### config.mk
export PLATFORM = sky130hd
export DESIGN_NAME = alu_mc
export DESIGN_NICKNAME = d
export VERILOG_FILES = /design/src/rtl/alu_mc.sv
export SDC_FILE = /design/constraint.sdc
export NUM_CORES = 1
export LEC_CHECK = 0
export BUFFER_PORTS_ARGS = -buffer_cell sky130_fd_sc_hd__buf_2
export CORE_ASPECT_RATIO = 0.75
export CORE_UTILIZATION = 36
export DETAILED_ROUTE_END_ITERATION = 10
export PLACE_DENSITY = 0.61
export SYNTH_ARGS = -nofsm -noshare
export SYNTH_HDL_FRONTEND = slang
export SYNTH_SLANG_ARGS = --single-unit
export TNS_END_PERCENT = 20
### constraint.sdc
create_clock -name clk -period 8.8 [get_ports clk]
set_input_delay 1.76 -clock clk [delete_from_list [all_inputs] [get_ports clk]]
set_output_delay 1.76 -clock clk [all_outputs]
set_load 0.05 [all_outputs]
### src/rtl/alu_mc.sv
// rtl/alu_mc.sv - multi-cycle ALU with NZCV flag register, iterative shifts and optional multiplier
//
// Purpose:
//   Datapath ALU that sits between the register file and write-back. Requests
//   are accepted over a valid/ready handshake. Single-cycle ops finish on the
//   accept edge. Shifts/rotates move one bit per cycle. The optional multiplier
//   does one shift-add step per cycle. Result and NZCV flags are registered and
//   only change on a completion edge or on reset.
//
// Optional feature macro:
//   ALU_MUL_EN - when defined, opcode 14 is an iterative WIDTH-step multiply.
//                When undefined, opcode 14 returns SrcA in one cycle and
//                writes no flags.
//
// Ports:
//   clk                   rising-edge clock
//   reset_n               asynchronous active-low reset
//   InValid / InReady     request handshake (InReady high only when idle)
//   ALUControl, SetFlags  opcode and flag-write enable, sampled at accept
//   SrcA, SrcB            operands, sampled at accept
//   OutValid / OutReady   result handshake (result held until taken)
//   ALUResult             registered result
//   N, Z, CO, OVF         persistent flag register outputs
module alu_mc #(
  parameter int WIDTH = 32
) (
  input  logic             clk,
  input  logic             reset_n,
  input  logic             InValid,
  output logic             InReady,
  input  logic [3:0]       ALUControl,
  input  logic             SetFlags,
  input  logic [WIDTH-1:0] SrcA,
  input  logic [WIDTH-1:0] SrcB,
  output logic             OutValid,
  input  logic             OutReady,
  output logic [WIDTH-1:0] ALUResult,
  output logic             N,
  output logic             Z,
  output logic             CO,
  output logic             OVF
);

  localparam int SW = $clog2(WIDTH);
  localparam int CW = SW + 1;  // counter must hold WIDTH for the multiply

  localparam logic [1:0] ST_IDLE = 2'd0;
  localparam logic [1:0] ST_EXEC = 2'd1;
  localparam logic [1:0] ST_DONE = 2'd2;

  localparam logic [3:0] OP_ADD   = 4'd0;
  localparam logic [3:0] OP_SUBAB = 4'd1;
  localparam logic [3:0] OP_SUBBA = 4'd2;
  localparam logic [3:0] OP_BIC   = 4'd3;
  localparam logic [3:0] OP_AND   = 4'd4;
  localparam logic [3:0] OP_OR    = 4'd5;
  localparam logic [3:0] OP_EXOR  = 4'd6;
  localparam logic [3:0] OP_EXNOR = 4'd7;
  localparam logic [3:0] OP_ADC   = 4'd8;
  localparam logic [3:0] OP_SBC   = 4'd9;
  localparam logic [3:0] OP_LSL   = 4'd10;
  localparam logic [3:0] OP_LSR   = 4'd11;
  localparam logic [3:0] OP_ASR   = 4'd12;
  localparam logic [3:0] OP_ROR   = 4'd13;
  localparam logic [3:0] OP_MUL   = 4'd14;
  localparam logic [3:0] OP_MOV   = 4'd15;

  logic [1:0]       state_q, state_d;
  logic [3:0]       op_q, op_d;
  logic             setf_q, setf_d;
  logic [WIDTH-1:0] work_q, work_d;   // shift operand, or multiplicand
  logic [CW-1:0]    cnt_q, cnt_d;
  logic [WIDTH-1:0] res_q, res_d;
  logic             n_q, n_d, z_q, z_d, c_q, c_d, v_q, v_d;
`ifdef ALU_MUL_EN
  logic [WIDTH-1:0] acc_q, acc_d;
  logic [WIDTH-1:0] mplr_q, mplr_d;
`endif

  // Accept-path arithmetic: every add/sub is x + y + cin at WIDTH+1 bits.
  logic [WIDTH-1:0] ax, ay;
  logic             acin;
  logic [WIDTH:0]   sum;
  logic             arith_v;

  always_comb begin
    ax   = SrcA;
    ay   = SrcB;
    acin = 1'b0;
    case (ALUControl)
      OP_SUBAB: begin ay = ~SrcB; acin = 1'b1; end
      OP_SUBBA: begin ax = SrcB; ay = ~SrcA; acin = 1'b1; end
      OP_ADC:   begin acin = c_q; end
      OP_SBC:   begin ay = ~SrcB; acin = c_q; end
      default:  ;
    endcase
  end

  assign sum     = {1'b0, ax} + {1'b0, ay} + {{WIDTH{1'b0}}, acin};
  assign arith_v = (ax[WIDTH-1] == ay[WIDTH-1]) && (sum[WIDTH-1] != ax[WIDTH-1]);

  logic [SW-1:0] amt;
  logic          is_shift;
  assign amt      = SrcB[SW-1:0];
  assign is_shift = (ALUControl == OP_LSL) || (ALUControl == OP_LSR) ||
                    (ALUControl == OP_ASR) || (ALUControl == OP_ROR);

  // Result and flag-write class for ops that complete on the accept edge.
  // Shifts only land here with amount 0, where the operand passes through.
  logic [WIDTH-1:0] one_res;
  logic             wr_nz, wr_cv;

  always_comb begin
    one_res = SrcA;
    wr_nz   = 1'b0;
    wr_cv   = 1'b0;
    case (ALUControl)
      OP_ADD, OP_SUBAB, OP_SUBBA, OP_ADC, OP_SBC: begin
        one_res = sum[WIDTH-1:0];
        wr_nz   = 1'b1;
        wr_cv   = 1'b1;
      end
      OP_BIC:   begin one_res = SrcA & ~SrcB;    wr_nz = 1'b1; end
      OP_AND:   begin one_res = SrcA & SrcB;     wr_nz = 1'b1; end
      OP_OR:    begin one_res = SrcA | SrcB;     wr_nz = 1'b1; end
      OP_EXOR:  begin one_res = SrcA ^ SrcB;     wr_nz = 1'b1; end
      OP_EXNOR: begin one_res = ~(SrcA ^ SrcB);  wr_nz = 1'b1; end
      OP_LSL, OP_LSR, OP_ASR, OP_ROR: begin one_res = SrcA; wr_nz = 1'b1; end
      OP_MUL:   begin one_res = SrcA; end
      OP_MOV:   begin one_res = SrcB; wr_nz = 1'b1; end
      default:  ;
    endcase
  end

  // One-bit shift step; step_out is the bit leaving the word this cycle.
  logic [WIDTH-1:0] step_val;
  logic             step_out;

  always_comb begin
    step_val = work_q;
    step_out = c_q;
    case (op_q)
      OP_LSL: begin step_val = {work_q[WIDTH-2:0], 1'b0};          step_out = work_q[WIDTH-1]; end
      OP_LSR: begin step_val = {1'b0, work_q[WIDTH-1:1]};          step_out = work_q[0]; end
      OP_ASR: begin step_val = {work_q[WIDTH-1], work_q[WIDTH-1:1]}; step_out = work_q[0]; end
      OP_ROR: begin step_val = {work_q[0], work_q[WIDTH-1:1]};     step_out = work_q[0]; end
      default: ;
    endcase
  end

  always_comb begin
    state_d = state_q;
    op_d    = op_q;
    setf_d  = setf_q;
    work_d  = work_q;
    cnt_d   = cnt_q;
    res_d   = res_q;
    n_d     = n_q;
    z_d     = z_q;
    c_d     = c_q;
    v_d     = v_q;
`ifdef ALU_MUL_EN
    acc_d   = acc_q;
    mplr_d  = mplr_q;
`endif
    case (state_q)
      ST_IDLE: begin
        if (InValid) begin
          op_d   = ALUControl;
          setf_d = SetFlags;
          work_d = SrcA;
          cnt_d  = CW'(amt);
          if (is_shift && (amt != '0)) begin
            state_d = ST_EXEC;
          end
`ifdef ALU_MUL_EN
          else if (ALUControl == OP_MUL) begin
            acc_d   = '0;
            mplr_d  = SrcB;
            cnt_d   = CW'(WIDTH);
            state_d = ST_EXEC;
          end
`endif
          else begin
            res_d   = one_res;
            state_d = ST_DONE;
            if (SetFlags && wr_nz) begin
              n_d = one_res[WIDTH-1];
              z_d = (one_res == '0);
            end
            if (SetFlags && wr_cv) begin
              c_d = sum[WIDTH];
              v_d = arith_v;
            end
          end
        end
      end
      ST_EXEC: begin
        cnt_d = cnt_q - CW'(1);
`ifdef ALU_MUL_EN
        if (op_q == OP_MUL) begin
          // LSB-first shift-add; only the low WIDTH bits are kept.
          acc_d  = acc_q + (mplr_q[0] ? work_q : '0);
          work_d = {work_q[WIDTH-2:0], 1'b0};
          mplr_d = {1'b0, mplr_q[WIDTH-1:1]};
          if (cnt_q == CW'(1)) begin
            res_d   = acc_d;
            state_d = ST_DONE;
            if (setf_q) begin
              n_d = acc_d[WIDTH-1];
              z_d = (acc_d == '0);
            end
          end
        end else
`endif
        begin
          work_d = step_val;
          if (cnt_q == CW'(1)) begin
            res_d   = step_val;
            state_d = ST_DONE;
            if (setf_q) begin
              n_d = step_val[WIDTH-1];
              z_d = (step_val == '0);
              c_d = step_out;
            end
          end
        end
      end
      ST_DONE: begin
        if (OutReady) state_d = ST_IDLE;
      end
      default: state_d = ST_IDLE;
    endcase
  end

  always_ff @(posedge clk or negedge reset_n) begin
    if (!reset_n) begin
      state_q <= ST_IDLE;
      op_q    <= '0;
      setf_q  <= 1'b0;
      work_q  <= '0;
      cnt_q   <= '0;
      res_q   <= '0;
      n_q     <= 1'b0;
      z_q     <= 1'b0;
      c_q     <= 1'b0;
      v_q     <= 1'b0;
`ifdef ALU_MUL_EN
      acc_q   <= '0;
      mplr_q  <= '0;
`endif
    end else begin
      state_q <= state_d;
      op_q    <= op_d;
      setf_q  <= setf_d;
      work_q  <= work_d;
      cnt_q   <= cnt_d;
      res_q   <= res_d;
      n_q     <= n_d;
      z_q     <= z_d;
      c_q     <= c_d;
      v_q     <= v_d;
`ifdef ALU_MUL_EN
      acc_q   <= acc_d;
      mplr_q  <= mplr_d;
`endif
    end
  end

  assign InReady   = (state_q == ST_IDLE);
  assign OutValid  = (state_q == ST_DONE);
  assign ALUResult = res_q;
  assign N         = n_q;
  assign Z         = z_q;
  assign CO        = c_q;
  assign OVF       = v_q;

endmodule

==> impl_metrics.json, run 1 <==
{
  "outcome": "finished clean",
  "crit_type": "input pin to flop",
  "ys_types": 82,
  "drt_iter0_drc": 1439,
  "viasPerCell": 6.368,
  "route.detailed.drc": 0,
  "critPathMostFrequentCell": "a21oi_1",
  "core_um2": 28120,
  "grt_pass1_wl_mm": 62.96,
  "ant_nets": 0,
  "ys_async_sr_fraction_pct": 100.0,
  "grtUsageMet2_pct": 40.88,
  "grt_max_degree": 95,
  "worst_path_max_delay_cell": "or4_1",
  "tightest_slew_ns": 1.115,
  "finalCritPeriodShare_pct": 75.48,
  "ys_ff_latch": 81,
  "end_kind": "flop",
  "cts_root_buffer": "clkbuf_16",
  "path_max_fanout": 32,
  "dieArea_um2": 29360,
  "whs_ns": 0.4736,
  "gr-max-usage-layer": "met2",
  "max_clock_freq_ghz": 0.1506,
  "crit_required_ns": 9.09,
  "clkSinkCount": 81,
  "die_h_um": 148.6,
  "cts_setup_buffers": 0,
  "cts_tree": "done",
  "path_clk_slew_ns": 0.06,
  "grtUsageMet3_pct": 6.463,
  "numCtsBuffers": 9,
  "wire_per_inst_um": 22.19,
  "dpl.hpwl_mm": 31.05,
  "synth_area_um2": 10320,
  "fill_cells": 2999,
  "hold_viol_final": 0,
  "synth.yosys.seq_area_share_pct": 19.64,
  "synth_fp_nets": 1597,
  "synth_edf_count": 0,
  "ys.warnings.count": 0,
  "slowest_delay_ns": 0.62,
  "maxSlewViolCount": 0,
  "setup_tns_ns": 0,
  "cts.repair.resized": 0,
  "maxCapViolCount": 0,
  "gp_congestion": 0.9745,
  "grt_setup_unrepaired": "false",
  "nNetsFinal": 1618,
  "clk_latency_ns": 0.35,
  "grt_antenna_before_repair": 0,
  "grt_pass1_vias": 10492,
  "hold_path_class": "flop to flop",
  "finalSetupViolations": 0,
  "path_cells": "buf_2 > nor2_1 > buf_4 > nand2_1 > nor2_1 > or2_2 > a21oi_1 > a21oi_1 > fa_1 > nand2b_1 > a211oi_2 > o21ai_1 > o21ai_0 > xnor2_1 > a21oi_1 > or4_1 > nor4_1 > nand4b_1 > nand2_1",
  "grt_usage_pct": 27.87,
  "power_density_nw_per_um2": 244.9,
  "port_buffers": 110,
  "irDropWorstVdd_v": 0.0001560,
  "postCtsHoldBufs": 0,
  "rows": 53,
  "die-width_um": 197.5,
  "layout_min_cycle_time_ns": 6.642,
  "cp.arrival_ns": 6.93,
  "area_delta_synth_final_pct": 9.590,
  "cts_buffer_depth": 2,
  "startpoint_type": "input pin",
  "initial_core_util_pct": 36.70,
  "drive_gt1_share_pct": 12.61,
  "gr-total-overflow": 0,
  "synth_ff_type": "dfrtp_1",
  "antenna_cells": 0,
  "routed_wirelength_mm": 41.45,
  "drt_pre_antenna_iters": 11,
  "vias": 11896,
  "relSlewSlack_pct": 25.66,
  "finClkSkew_ns": 0.008861,
  "synth_area_per_cell_um2": 7.083,
  "io_pins": 111,
  "htreeDepth": 3,
  "p_leak_nw": 4.976,
  "use_met1_pct": 39.94,
  "netlist_instances": 1457
}
==> metrics by stage <==
stage          power (mW)  utilization [%]  worst slack (ns)  instances  instance area (um^2)
3_5_place_dp        2.358            39.16             1.916       1852                 11010
4_1_cts             2.751            40.22             2.250       1868                 11310
3_3_place_gp        2.346            39.16             1.895       1852                 11010
5_1_grt             2.965            40.22             1.671       1868                 11310
6_report            2.770            40.22             2.158       1868                 11310
2_1_floorplan       1.890                -             2.725       1457                 10320
==> state kept, by name, summed over array words and instances, names as in the netlist <==
signal     flops
ALUResult     32
work_q        32
cnt_q          6
op_q           4
state_q        2
CO             1
N              1
OVF            1
Z              1
setf_q         1
==> layout make-up <==
class | count | area, um^2 | share of cell area, %
clock buffer | 11 | 242.7 | 2.146
clock inverter | 5 | 55.05 | 0.4868
inverter | 80 | 302.8 | 2.677
multi-input combinational | 1173 | 7475 | 66.09
sequential | 81 | 2027 | 17.92
tap | 385 | 481.7 | 4.259
timing repair buffer | 133 | 725.7 | 6.417
==> logic make-up after synthesis <==
logic type / Yosys count / share of synthesized area [%]
AND/OR/NAND/NOR: 483 / 22.30
adder cells (fa/ha/maj): 67 / 8.269
multiplexers: 32 / 3.298
AO/OA/AOI/OAI: 578 / 37.16
buffers and inverters: 203 / 8.232
flip-flops: 81 / 19.64
XOR/XNOR: 13 / 1.103
==> metal layers <==
metal  part of all wire (%)  routed length [um]
met1                     44               18350
met2                     42               17300
met3                     11                4474
met4                    3.2                1323
met5                      0                   0
==> where the power goes <==
group / total (mW) / switching [mW] / leakage (nW) / internal, mW
Clock: 0.386 / 0.159 / 0.142 / 0.227
Combinational: 1.66 / 1.13 / 3.83 / 0.527
Sequential: 0.722 / 0.171 / 1.00 / 0.551
==> synthesized netlist by cell type (14+ instances only) <==
master,n,area [um^2]
nor2b_1,14,87.58
a221o_1,19,190.2
o21ai_0,145,725.7
o22ai_1,17,106.4
nand3_1,35,175.2
dfrtp_1,81,2027
and2_1,17,106.4
a22oi_1,56,420.4
nor2_1,59,221.5
a211oi_1,16,120.1
mux2_2,16,180.2
nor3_1,19,95.09
buf_2,23,115.1
o221ai_1,53,464.2
clkbuf_1,78,292.8
nand2b_1,24,150.1
a21oi_1,127,635.6
mux2i_1,16,160.2
nand2_1,238,893.4
ha_1,65,813.3
nor4_1,14,87.58
a21o_1,20,150.1
inv_1,76,285.3
==> cell usage in the layout, fill, tap and decap left out, drive strengths merged, types with 13 or more instances in the layout <==
cell type  synthesis  routed
mux2i             16      16
inv               78      78
nor3              19      19
a21o              20      20
dfrtp             81      81
o21ai            150     150
mux2              16      16
buf               45     133
o22ai             17      17
ha                65      65
nand2b            24      24
a221o             19      19
a21oi            127     127
nand2            239     239
nand4             13      13
o211ai            13      13
a211oi            17      17
nor2              59      59
nor2b             14      14
nor4              14      14
a22oi             56      56
o221ai            53      53
nand3             35      35
and2              17      17
==> critical path, delay by kind of cell <==
kind            cells  cell delay [ns]
compound gates      6             1.61
xor+xnor            1             0.17
fa+ha+maj           1             0.42
buf+inv             2             0.74
simple gates        9             2.22
==> final timing paths <==
check	from	end	slack, ns	depth (start not counted)
setup / recovery	ALUControl[3]	Z	2.16	19
hold / removal	ALUResult[2]	ALUResult[2]	0.47	2
setup reg to reg	CO	Z	4.64	14
hold reg to reg	ALUResult[2]	ALUResult[2]	0.47	2
max in group asynchronous	reset_n	work_q[4]	6.38	2
min in group asynchronous	reset_n	cnt_q[4]	1.29	1
No activity file was read; power rests on OpenSTA's default activity.
==> inputs of run 2 (changes only) <==
--- a/config.mk
+++ b/config.mk
@@ -5,6 +5,7 @@
 export SDC_FILE = /design/constraint.sdc
 export NUM_CORES = 1
 export LEC_CHECK = 0
+export ABC_AREA = 1
 export BUFFER_PORTS_ARGS = -buffer_cell sky130_fd_sc_hd__buf_2
 export CORE_ASPECT_RATIO = 0.75
 export CORE_UTILIZATION = 36
==> constraint.sdc (replaced) <==
create_clock -name clk -period 6.9 [get_ports clk]
set_input_delay 1.38 -clock clk [delete_from_list [all_inputs] [get_ports clk]]
set_output_delay 1.38 -clock clk [all_outputs]
set_load 0.05 [all_outputs]
==> run 2 against run 1 <==
Net effect:
- final area is 0.59% lower
- global-route usage up 0.055 points
- worst hold slack better by 0.0021 ns
- via count fell by 0.37%
- sequential share of layout area rose by 0.11 points
- clock power increased by 40%
- clock skew grew 0.0030 ns
- final cell count up 14%
- register-to-register slack got worse by 1.4 ns
- non-clock buffer count down 9
- critical path depth increased by 5
- largest power group unchanged
==> impl_metrics.json, run 2 <==
{
  "drive_gt1_share_pct": 11.78,
  "gp_congestion": 0.9646,
  "dp.cells": 2118,
  "grt_antenna_before_repair": 0,
  "postCtsHoldBufs": 0,
  "layout_common_cells": "nand2_1 (519), inv_1 (267), nor2_1 (156), o21ai_0 (138), buf_2 (109)",
  "max_clock_freq_ghz": 0.1892,
  "tightest_slew_ns": 1.042,
  "htreeDepth": 3,
  "synth_ff_type": "dfrtp_1",
  "clkSinkCount": 81,
  "outcome": "finished clean",
  "cts_buffer_depth": 2,
  "synth_area_um2": 10100,
  "total_power_mw": 3.659,
  "whs_path_depth": 1,
  "drt_pre_antenna_iters": 6,
  "relSlewSlack_pct": 30.44,
  "ys.warnings.count": 0,
  "cts_root_buffer": "clkbuf_16",
  "cts.repair.resized": 0,
  "whs_ns": 0.4758,
  "netlist.area_leader.share_pct": 20.06,
  "yosys-top-cells-area": "dfrtp_1 (20%), nand2_1 (19%), inv_1 (9.9%), o221ai_1 (8.1%), ha_1 (8.0%)",
  "irDropWorstVdd_v": 0.0002523,
  "finalCritPeriodShare_pct": 76.59,
  "path_max_fanout": 33,
  "synth_area_per_cell_um2": 5.902,
  "path_clk_slew_ns": 0.07,
  "maxCapViolCount": 0,
  "yosysTopAreaCell": "dfrtp_1",
  "instances_no_fill": 2134,
  "viasPerCell": 5.554,
  "grt_pass1_wl_mm": 62.10,
  "cp.arrival_ns": 5.57,
  "port_buffers": 110,
  "setup_tns_ns": 0,
  "maxSlewViolCount": 0,
  "topRoutingLayerUsed": "met4",
  "power_density_nw_per_um2": 325.5,
  "core_um2": 27260,
  "io_pins": 111,
  "wl_met2_mm": 15.59,
  "grt_setup_unrepaired": "false",
  "ys_ff_latch": 81,
  "startpoint_type": "input pin",
  "rows": 52,
  "layout_commonest_cell": "nand2_1",
  "wire_per_inst_um": 18.78,
  "vias": 11852,
  "layout_min_cycle_time_ns": 5.284,
  "crit_type": "input pin to flop",
  "ant_nets": 0,
  "hold_viol_final": 0,
  "synth_fp_nets": 1852,
  "dpl.hpwl_mm": 31.28,
  "drt_iter0_drc": 1393,
  "wl_met1_mm": 19.17,
  "initial_core_util_pct": 37.06,
  "clk_latency_ns": 0.35,
  "fill_cells": 2963,
  "route.detailed.drc": 0,
  "netlist_instances": 1712,
  "finalSetupViolations": 0,
  "grt_usage_pct": 27.92,
  "p_leak_nw": 5.761,
  "cts_tree": "done",
  "grt_pass1_vias": 10693,
  "ys_types": 47,
  "ys_async_sr_fraction_pct": 100.0,
  "die_h_um": 147.1,
  "numCtsBuffers": 9,
  "dr_wl_met3_mm": 3.672,
  "end_kind": "flop",
  "routed_wirelength_mm": 40.09,
  "cts_setup_buffers": 0,
  "hold_path_class": "flop to flop",
  "reg2reg_depth": 9,
  "synth.most_common_cell": "nand2_1",
  "antenna_cells": 0,
  "synth_top_cells_by_count": "nand2_1 (519), inv_1 (267), nor2_1 (162)",
  "dieArea_um2": 28750,
  "gr-total-overflow": 0,
  "finClkSkew_ns": 0.01181,
  "crit_required_ns": 7.18,
  "synth_edf_count": 0,
  "grt_max_degree": 65,
  "synth.yosys.seq_area_share_pct": 20.06,
  "die-width_um": 195.4,
  "nNetsFinal": 1918,
  "area_delta_synth_final_pct": 11.28
}
run 2: kinds of logic after synthesis:
family,count (synthesis),synth area share (%)
AOI/OAI and AO/OA,367,23.16
xor gates and xnor gates,1,0.08670
adders and majority gates,67,8.446
buffers and inverters,344,13.28
DFF,81,20.06
and+or+nand+nor,852,34.97
run 2: power breakdown:
group	leakage (nW)	internal (mW)	switching, mW	total, mW
Clock	0.153	0.320	0.218	0.539
Sequential	0.967	0.715	0.152	0.867
Combinational	4.64	0.631	1.62	2.25
Total	5.76	1.67	1.99	3.66
run 2: per-layer routing:
metal | track usage, % | vias to the layer above
met5 | 0 | -
met4 | 11.69 | 0
met3 | 4.821 | 75
met2 | 38.71 | 609
met1 | 41.88 | 5371
li1 | - | 5797
run 2: per-stage QoR:
stage               setup slack [ns]  cell area, um^2  util, %
finish                         1.616            11240    41.24
global placement               1.507            10920    40.04
CTS                            1.766            11240    41.24
detailed placement             1.417            10920    40.04
global route                   1.323            11240    41.24
floorplan                      2.447            10100        -
run 2: critical path, cell delays in order:
cell,delay (ns)
buf_2,0.13
inv_1,0.07
nand2_1,0.16
nor2_4,0.16
buf_4,0.31
nor2_1,0.10
inv_1,0.47
buf_4,0.34
o221ai_1,0.15
ha_1,0.40
nand2_1,0.11
nor2_1,0.27
nand3_1,0.16
nand3_1,0.23
nand2_1,0.16
nand2_1,0.09
nand2_1,0.05
nand3_1,0.13
nand2_1,0.10
nor2_1,0.17
nand2_1,0.08
nor2_1,0.10
nand3_1,0.10
a21oi_2,0.12
run 2: worst paths after layout:
kind	from	to	slack [ns]
max reg2reg	state_q[1]	ALUResult[8]	3.21
max in group asynchronous	reset_n	work_q[25]	4.86
min reg2reg	cnt_q[5]	cnt_q[5]	0.48
max	ALUControl[0]	Z	1.62
min	cnt_q[5]	cnt_q[5]	0.48
min in group asynchronous	reset_n	op_q[3]	0.94
run 2: cell type report:
| cell class | count | area (um^2) | share of cell area (%) |
|---|---|---|---|
| multi-input cells | 1287 | 6760 | 60.13 |
| clock buffers | 9 | 225.2 | 2.003 |
| well taps | 351 | 439.2 | 3.906 |
| flip-flops and latches | 81 | 2027 | 18.03 |
| clock inverters | 7 | 101.3 | 0.9014 |
| repair buffers | 124 | 658.1 | 5.854 |
| inverters | 275 | 1032 | 9.181 |
==> inputs of run 3 (changes only) <==
--- a/config.mk
+++ b/config.mk
@@ -5,7 +5,7 @@
 export SDC_FILE = /design/constraint.sdc
 export NUM_CORES = 1
 export LEC_CHECK = 0
-export ABC_AREA = 1
+export ABC_AREA = 0
 export BUFFER_PORTS_ARGS = -buffer_cell sky130_fd_sc_hd__buf_2
 export CORE_ASPECT_RATIO = 0.75
 export CORE_UTILIZATION = 36
==> constraint.sdc (replaced) <==
create_clock -name clk -period 4.95 [get_ports clk]
set_input_delay 0.99 -clock clk [delete_from_list [all_inputs] [get_ports clk]]
set_output_delay 0.99 -clock clk [all_outputs]
set_load 0.05 [all_outputs]
==> run 3 against run 2 <==
Net effect:
- global-route usage grew 0.67 points
- clock skew fell by 0.00065 ns
- largest cell class unchanged
- non-clock buffer count is 116 higher
- final area increased by 9.0%
- largest power group unchanged
- clock power increased by 37%
- highest routed layer unchanged
- critical path type unchanged
==> impl_metrics.json, run 3 (synthesis results as in run 1) <==
{
  "outcome": "finished clean",
  "grt_pass1_wl_mm": 64.77,
  "gr-total-overflow": 0,
  "finClkSkew_ns": 0.01117,
  "layout_common_cells": "nand2_1 (238), o21ai_0 (144), buf_4 (128), a21oi_1 (125), buf_2 (109)",
  "reg2reg_from": "CO",
  "postCtsHoldBufs": 0,
  "hold_viol_final": 0,
  "grt_antenna_before_repair": 0,
  "ant_nets": 0,
  "multi_input_area_um2": 7543,
  "layout_commonest_cell": "nand2_1",
  "max_clock_freq_ghz": 0.2114,
  "grt_pass1_vias": 11107,
  "drt_iter0_drc": 1420,
  "cts_buffer_depth": 2,
  "finalCritPeriodShare_pct": 95.58,
  "cts_tree": "done",
  "clk_latency_ns": 0.34,
  "routed_wirelength_mm": 42.54,
  "holdCritStartpoint": "ALUResult[1]",
  "die_h_um": 148.6,
  "drt_pre_antenna_iters": 6,
  "layout_min_cycle_time_ns": 4.731,
  "cts_setup_buffers": 0,
  "fill_cells": 2971,
  "vias": 12266,
  "final_area_um2": 12250,
  "pre_cts_slack_ns": -0.2976,
  "gp_congestion": 0.9407,
  "hold_path_class": "flop to flop",
  "cts_root_buffer": "clkbuf_16",
  "dpl.hpwl_mm": 32.38,
  "port_buffers": 110,
  "rows": 53,
  "htreeDepth": 3,
  "grt_usage_pct": 28.59,
  "setup_slack_ns": 0.2187,
  "path_clk_slew_ns": 0.06,
  "startpoint_type": "input pin",
  "power_density_nw_per_um2": 422.9,
  "area_delta_synth_final_pct": 18.72,
  "cts.repair.resized": 0,
  "maxCapViolCount": 0,
  "die-width_um": 197.5,
  "regArea_um2": 2027,
  "dieArea_um2": 29360,
  "cp.arrival_ns": 4.96,
  "end_kind": "flop",
  "core_um2": 28120,
  "path_max_fanout": 61,
  "numCtsBuffers": 9,
  "crit_start": "ALUControl[3]",
  "clkSinkCount": 81,
  "grt_max_degree": 66,
  "relSlewSlack_pct": 30.65,
  "p_leak_nw": 5.534,
  "initial_core_util_pct": 36.70,
  "route.detailed.drc": 0,
  "wire_per_inst_um": 21.54,
  "finalSetupViolations": 0,
  "antenna_cells": 0,
  "maxSlewViolCount": 0,
  "crit_required_ns": 5.18,
  "irDropWorstVdd_v": 0.0002895,
  "nNetsFinal": 1725,
  "io_pins": 111,
  "grt_setup_unrepaired": "false",
  "viasPerCell": 6.211,
  "crit_type": "input pin to flop",
  "tightest_slew_ns": 1.040,
  "place_area_um2": 11890,
  "drive_gt1_share_pct": 19.12
}
==> run 3: cell type report <==
type                            instances  area share [%]
Clock buffer                           11           2.063
Clock inverter                          5          0.6332
Inverter                               80           2.471
Multi-Input combinational cell       1173           61.57
Sequential cell                        81           16.54
Tap cell                              385           3.932
Timing Repair Buffer                  240           12.79
==> run 3: final timing paths <==
check,slack [ns],depth (start not counted),to
worst max-delay path,0.22,19,N
worst min-delay path,0.48,2,ALUResult[1]
worst max register to register,0.90,16,Z
worst min register to register,0.48,2,ALUResult[1]
max in group asynchronous,3.36,2,ALUResult[17]
min in group asynchronous,0.65,1,cnt_q[2]
==> run 3: report_power, final <==
part           total (mW)  internal, mW  switching (mW)
Clock               0.738         0.467           0.271
Sequential           1.28         0.980           0.302
Combinational        3.16          1.09            2.07
Total                5.18          2.54            2.65
==> run 3: through the flow <==
step	total power, mW	std cells	TNS [ns]	utilization [%]	hold WS, ns
final	5.181	1975	0	43.57	0.4751
after detailed placement	4.372	1959	-0.2976	42.28	0.4666
after global placement	4.328	1959	-0.2836	42.28	0.4576
after global routing	5.533	1975	0	43.57	0.4967
after CTS	5.126	1975	0	43.45	0.4809
after floorplan	3.367	1457	-0.01035	-	0.4463
==> run 3: per-layer routing <==
metal | wire [um] | up-vias | track usage [%] | part of all wire [%]
li1 | - | 5735 | - | -
met1 | 19010 | 5796 | 40.94 | 45
met2 | 18160 | 668 | 43.54 | 43
met3 | 4385 | 67 | 5.669 | 10
met4 | 981 | 0 | 7.326 | 2.3
met5 | 0 | - | 0 | 0
==> run 3: critical path, cell delays in order <==
cell and delay, ns:
buf_2 0.09, buf_4 0.21, clkinv_1 0.15, nand3_4 0.10
buf_12 0.25, buf_4 0.26, o221ai_1 0.14, ha_1 0.36
buf_4 0.19, nand4_1 0.10, o211ai_1 0.14, a21oi_1 0.40
nor3_1 0.15, and3_1 0.19, o21a_1 0.20, or4_1 0.41
o211ai_1 0.15, mux2i_1 0.14, mux2_2 0.31
